`config.mk`:
```
export PLATFORM = sky130hd
export DESIGN_NAME = memcpy_burst_arbiter
export DESIGN_NICKNAME = d
export VERILOG_FILES = /design/src/rtl/memcpy_pkg.sv /design/src/rtl/rr_pick.sv /design/src/rtl/memcpy_burst_arbiter.sv
export SDC_FILE = /design/constraint.sdc
export NUM_CORES = 1
export LEC_CHECK = 0
export BUFFER_PORTS_ARGS = -buffer_cell sky130_fd_sc_hd__buf_2
export CORE_UTILIZATION = 30
export CTS_CLUSTER_DIAMETER = 60
export DETAILED_ROUTE_END_ITERATION = 8
export GPL_ROUTABILITY_DRIVEN = 0
export GPL_TIMING_DRIVEN = 0
export PLACE_DENSITY_LB_ADDON = 0.15
export SYNTH_ARGS = -nofsm -noshare
export SYNTH_HDL_FRONTEND = slang
export SYNTH_HIERARCHICAL = 1
export SYNTH_SLANG_ARGS = --single-unit
```
`constraint.sdc`:
```
create_clock -name clk -period 3.7 [get_ports clk]
set_clock_uncertainty 0.1 [all_clocks]
set_input_delay 0.37 -clock clk [delete_from_list [all_inputs] [get_ports clk]]
set_output_delay 0.37 -clock clk [all_outputs]
set_load 0.02 [all_outputs]
```
`src/rtl/memcpy_pkg.sv`:
```
// Shared types and constants for the memcpy burst arbiter.
// Holds the one-hot FSM encoding and the 4KB page legality check.
package memcpy_pkg;

    typedef enum logic [3:0] {
        StIdle  = 4'b0001,
        StIssue = 4'b0010,
        StWait  = 4'b0100,
        StResp  = 4'b1000
    } arb_state_e;

    localparam int unsigned BEAT_BYTES = 64;
    localparam int unsigned PAGE_BEATS = 64;
    localparam int unsigned PAGE_SHIFT = 12;
    localparam int unsigned BEAT_SHIFT = 6;

    // True when the burst is longer than a page or runs past the end of its 4KB page.
    function automatic logic burst_illegal(input logic [PAGE_SHIFT-BEAT_SHIFT-1:0] page_beat,
                                           input logic [7:0] len);
        logic [8:0] end_beat;
        end_beat = {3'b000, page_beat} + {1'b0, len};
        return (len > 8'(PAGE_BEATS)) || (end_beat > 9'(PAGE_BEATS));
    endfunction

endpackage

```
`src/rtl/rr_pick.sv`:
```
// Combinational round-robin picker: first set bit of req_i at or above ptr_i,
// wrapping modulo NUM_REQ.
module rr_pick #(
    parameter int unsigned NUM_REQ = 2
) (
    input  logic [NUM_REQ-1:0] req_i,
    input  logic [1:0]         ptr_i,
    output logic [NUM_REQ-1:0] gnt_o,
    output logic [1:0]         idx_o,
    output logic               any_o
);

    localparam int unsigned IdxW = (NUM_REQ > 2) ? 2 : 1;

    logic [IdxW-1:0] cand;

    always_comb begin
        cand  = '0;
        idx_o = '0;
        any_o = |req_i;
        // Walk from the farthest offset down so the nearest requester wins last.
        for (int i = NUM_REQ - 1; i >= 0; i--) begin
            cand = IdxW'((32'(ptr_i) + 32'(i)) % NUM_REQ);
            if (req_i[cand]) begin
                idx_o = 2'(cand);
            end
        end
        gnt_o = any_o ? (NUM_REQ'(1) << idx_o) : '0;
    end

endmodule

```
`src/rtl/memcpy_burst_arbiter.sv`:
```
// Round-robin arbiter sharing one 64B-beat burst engine between NUM_REQ requesters.
// Rejects illegal bursts, issues legal ones as a start pulse and waits for done or timeout.
module memcpy_burst_arbiter
    import memcpy_pkg::*;
#(
    parameter int unsigned NUM_REQ     = 2,
    parameter int unsigned TIMEOUT_CYC = 1024,
    parameter int unsigned TO_W        = 11
) (
    input  logic                  clk,
    input  logic                  rst_n,
    input  logic [NUM_REQ-1:0]    req_valid,
    input  logic [NUM_REQ*64-1:0] req_addr,
    input  logic [NUM_REQ*8-1:0]  req_len,
    output logic [NUM_REQ-1:0]    req_ready,
    output logic [NUM_REQ-1:0]    req_done,
    output logic                  done_err,
    output logic                  eng_start,
    output logic [63:0]           eng_addr,
    output logic [7:0]            eng_len,
    input  logic                  eng_done,
    output logic [1:0]            grant_id,
    output logic                  busy,
    output logic                  err_sticky,
    input  logic                  err_clr
);

    arb_state_e         state_q;
    logic [1:0]         ptr_q;
    logic [1:0]         grant_id_q;
    logic [63:0]        eng_addr_q;
    logic [7:0]         eng_len_q;
    logic               eng_start_q;
    logic [NUM_REQ-1:0] req_done_q;
    logic               done_err_q;
    logic               err_sticky_q;
    logic [TO_W-1:0]    cnt_q;

    logic [NUM_REQ-1:0] pick_gnt;
    logic [1:0]         pick_idx;
    logic               pick_any;
    logic [63:0]        sel_addr;
    logic [7:0]         sel_len;
    logic               sel_bad;
    logic               timeout;
    logic               err_set;

    rr_pick #(
        .NUM_REQ (NUM_REQ)
    ) u_rr_pick (
        .req_i (req_valid),
        .ptr_i (ptr_q),
        .gnt_o (pick_gnt),
        .idx_o (pick_idx),
        .any_o (pick_any)
    );

    always_comb begin
        sel_addr = '0;
        sel_len  = '0;
        for (int i = 0; i < NUM_REQ; i++) begin
            if (pick_gnt[i]) begin
                sel_addr = req_addr[i*64 +: 64];
                sel_len  = req_len[i*8 +: 8];
            end
        end
        sel_bad = burst_illegal(sel_addr[PAGE_SHIFT-1:BEAT_SHIFT], sel_len);
        timeout = (state_q == StWait) && !eng_done && (cnt_q == TO_W'(TIMEOUT_CYC - 1));
        err_set = ((state_q == StIdle) && pick_any && (sel_len != 8'd0) && sel_bad) || timeout;
    end

    always_ff @(posedge clk or negedge rst_n) begin
        if (!rst_n) begin
            state_q      <= StIdle;
            ptr_q        <= '0;
            grant_id_q   <= '0;
            eng_addr_q   <= '0;
            eng_len_q    <= '0;
            eng_start_q  <= 1'b0;
            req_done_q   <= '0;
            done_err_q   <= 1'b0;
            err_sticky_q <= 1'b0;
            cnt_q        <= '0;
        end else begin
            eng_start_q  <= 1'b0;
            req_done_q   <= '0;
            err_sticky_q <= err_set | (err_sticky_q & ~err_clr);
            unique case (state_q)
                StIdle: begin
                    if (pick_any) begin
                        grant_id_q <= pick_idx;
                        eng_addr_q <= sel_addr & ~64'(BEAT_BYTES - 1);
                        eng_len_q  <= sel_len;
                        if (sel_len == 8'd0) begin
                            state_q    <= StResp;
                            req_done_q <= pick_gnt;
                            done_err_q <= 1'b0;
                        end else if (sel_bad) begin
                            state_q    <= StResp;
                            req_done_q <= pick_gnt;
                            done_err_q <= 1'b1;
                        end else begin
                            state_q     <= StIssue;
                            eng_start_q <= 1'b1;
                        end
                    end
                end
                StIssue: begin
                    cnt_q   <= '0;
                    state_q <= StWait;
                end
                StWait: begin
                    if (eng_done || timeout) begin
                        state_q    <= StResp;
                        req_done_q <= NUM_REQ'(1) << grant_id_q;
                        done_err_q <= timeout;
                    end else begin
                        cnt_q <= cnt_q + TO_W'(1);
                    end
                end
                StResp: begin
                    ptr_q      <= (32'(grant_id_q) == NUM_REQ - 1) ? 2'd0 : grant_id_q + 2'd1;
                    done_err_q <= 1'b0;
                    state_q    <= StIdle;
                end
                default: state_q <= StIdle;
            endcase
        end
    end

    // Gated by rst_n so no handshake can complete while the block is held in reset.
    assign req_ready  = ((state_q == StIdle) && rst_n) ? pick_gnt : '0;
    assign req_done   = req_done_q;
    assign done_err   = done_err_q;
    assign eng_start  = eng_start_q;
    assign eng_addr   = eng_addr_q;
    assign eng_len    = eng_len_q;
    assign grant_id   = grant_id_q;
    assign busy       = (state_q != StIdle);
    assign err_sticky = err_sticky_q;

endmodule
```
==> impl_metrics.tcl <==
set metrics [dict create \
    hold_depth 3 \
    insertion_delay_ns 0.34 \
    ff2ff_setup_slack_ns 0.17 \
    finalMaxSlewViolations 0 \
    min_from "req_addr[29]" \
    io_pins 232 \
    drtAntennaViolNets 0 \
    crit-reg2reg-launch "ptr_q[0]" \
    cts_root_buf "clkbuf_16" \
    clk_pin_slew_ns 0.07 \
    antenna_found_initial 2 \
    end_kind "register" \
    fin_setup_tns_ns 0 \
    hold_path_end "eng_addr[29]" \
    r2r_cells 13 \
    post_cts_buffers 0 \
    rsz0062_at_grt "false" \
    grt_first_pass_wirelength_mm 23.22 \
    syn-cell-area_um2 4612 \
    track_usage 0.1873 \
    post-place-ws_ns -0.5609 \
    portBuffers 213 \
    die_h_um 126.0 \
    hpwl_mm 11.49 \
    fin_nets 886 \
    hold_viol_final 0 \
    worstPathArrival_ns 3.65 \
    path_max_fanout 19 \
    nFillCells 1525 \
    cts_tree "yes" \
    peakVddDrop_uv 315.1 \
    dieArea_um2 15870 \
    max_cap_violations 0 \
    dr.pass1.iters 5 \
    die_w_um 126.0 \
    finalCritPeriodShare 0.9541 \
    initial_utilization 0.3126 \
    cp.required_ns 3.82 \
    r2r_end "done_err" \
    worst_slack_ns 0.1700 \
    final_cells 922 \
    vias 4598 \
    core_region_area_um2 14750 \
    ys_warn_count 6 \
    grt_pass1_vias 4557 \
    crit_path_start_kind "register" \
    vias_per_cell 4.987 \
    first_iter_violations 208 \
    grt_max_degree 48 \
    criticalPathCategory "register to register" \
    leakagePower_nw 3.059 \
    holdWs_ns 0.1826 \
    grt-ovfl-total 0 \
    clock.fmax_ghz 0.2833 \
    numCtsBuffers 9 \
    tightest_slew_ns 0.6974 \
    maxSlewHeadroom 0.5308 \
    setup_viol 0 \
    area_growth_pct 36.46 \
    drive_gt1_frac 0.3451 \
    placementRows 44 \
    cts_buffer_depth 2 \
    dp_cells 905 \
    hp-class "input port to register" \
    status "completed" \
    avgSynthCellArea_um2 9.187 \
    power_density_nw_per_um2 821.1 \
    wl_mm 14.65 \
    synthCells 502 \
    min_period_ns 3.530 \
    route.detailed.drc 0 \
    cts.sink_count 89 \
    wl_per_cell_um 15.89 \
    htreeDepth 3 \
]
stage by stage:
stage	utilization	power, mW	instance area (um^2)
finish	0.4266	5.168	6294
global route	0.4266	5.600	6294
CTS	0.4248	5.238	6267
detailed placement	0.4037	4.277	5957
global placement	0.4017	4.221	5927
floorplan	-	3.338	4631
layout make-up:
type	instances	area, um^2	area share
Antenna cell	2	5.005	0.0007952
Sequential cell	89	2228	0.3541
Inverter	9	33.78	0.005368
Clock buffer	12	256.5	0.04076
Timing Repair Buffer	215	1106	0.1757
Multi-Input combinational cell	369	2183	0.3469
Buffer	38	198.9	0.03161
Tap cell	184	230.2	0.03658
Clock inverter	4	51.30	0.008151
state kept, by name, indices dropped and copies added, names as in the netlist:
signal      cells
done_err        1
cnt_q          11
eng_len         8
ptr_q           1
eng_addr       58
grant_id        2
req_done        2
err_sticky      1
eng_start       1
state_q         4
timing repair:
item,CTS,global route
resized for setup,1,6
hold buffers,1,0
setup endpoints to repair,7,7
hold endpoints to repair,43,0
how the worst max path moves through the flow:
stage,start,endpoint,slack (ns),depth (start not counted)
after global placement,req_valid[0],req_done[0],-0.52,14
after detailed placement,req_valid[1],done_err,-0.56,14
after floorplan,req_valid[1],done_err,0.19,13
after CTS,ptr_q[0],done_err,0.03,13
after global routing,ptr_q[0],done_err,0.02,15
final,ptr_q[0],done_err,0.17,13
cells in the final DEF, fill, tap and decap left out, types with 8 or more instances in the layout:
cell type  count
nand3_1       11
xor2_1        10
xnor2_1        8
a221oi_1      54
inv_1          9
buf_2        212
buf_4          9
clkbuf_1      22
nand2_1       44
nor2_1       129
o21ai_0       21
dfrtp_1       88
clkbuf_16      9
power by group:
group	switching (mW)	leakage (nW)	internal, mW
registers	0.240	1.09	1.41
logic	1.68	1.82	0.894
clock network	0.379	0.149	0.561
total	2.30	3.06	2.87
critical path: stages, from the launching register on:
cell and delay (ns):
dfrtp_1 0.40, a21boi_0 0.23, buf_6 0.17, nor2b_4 0.24
buf_8 0.22, a22o_1 0.19, ha_1 0.29, a21oi_1 0.20
and2_1 0.25, a211oi_1 0.12, or4_1 0.49, o211a_1 0.14
o21ba_2 0.25, mux2i_1 0.13
per-layer routing:
metal  part of all wire  vias up  track usage  routed length, um
met5                  0        -            0                  0
met4              0.019        0      0.07867                281
met3              0.069       19      0.04673               1011
met2               0.47      165       0.3100               6952
met1               0.44     2180       0.2323               6404
li1                   -     2234            -                  -
Note: power is estimated with default switching activity, not from simulation.
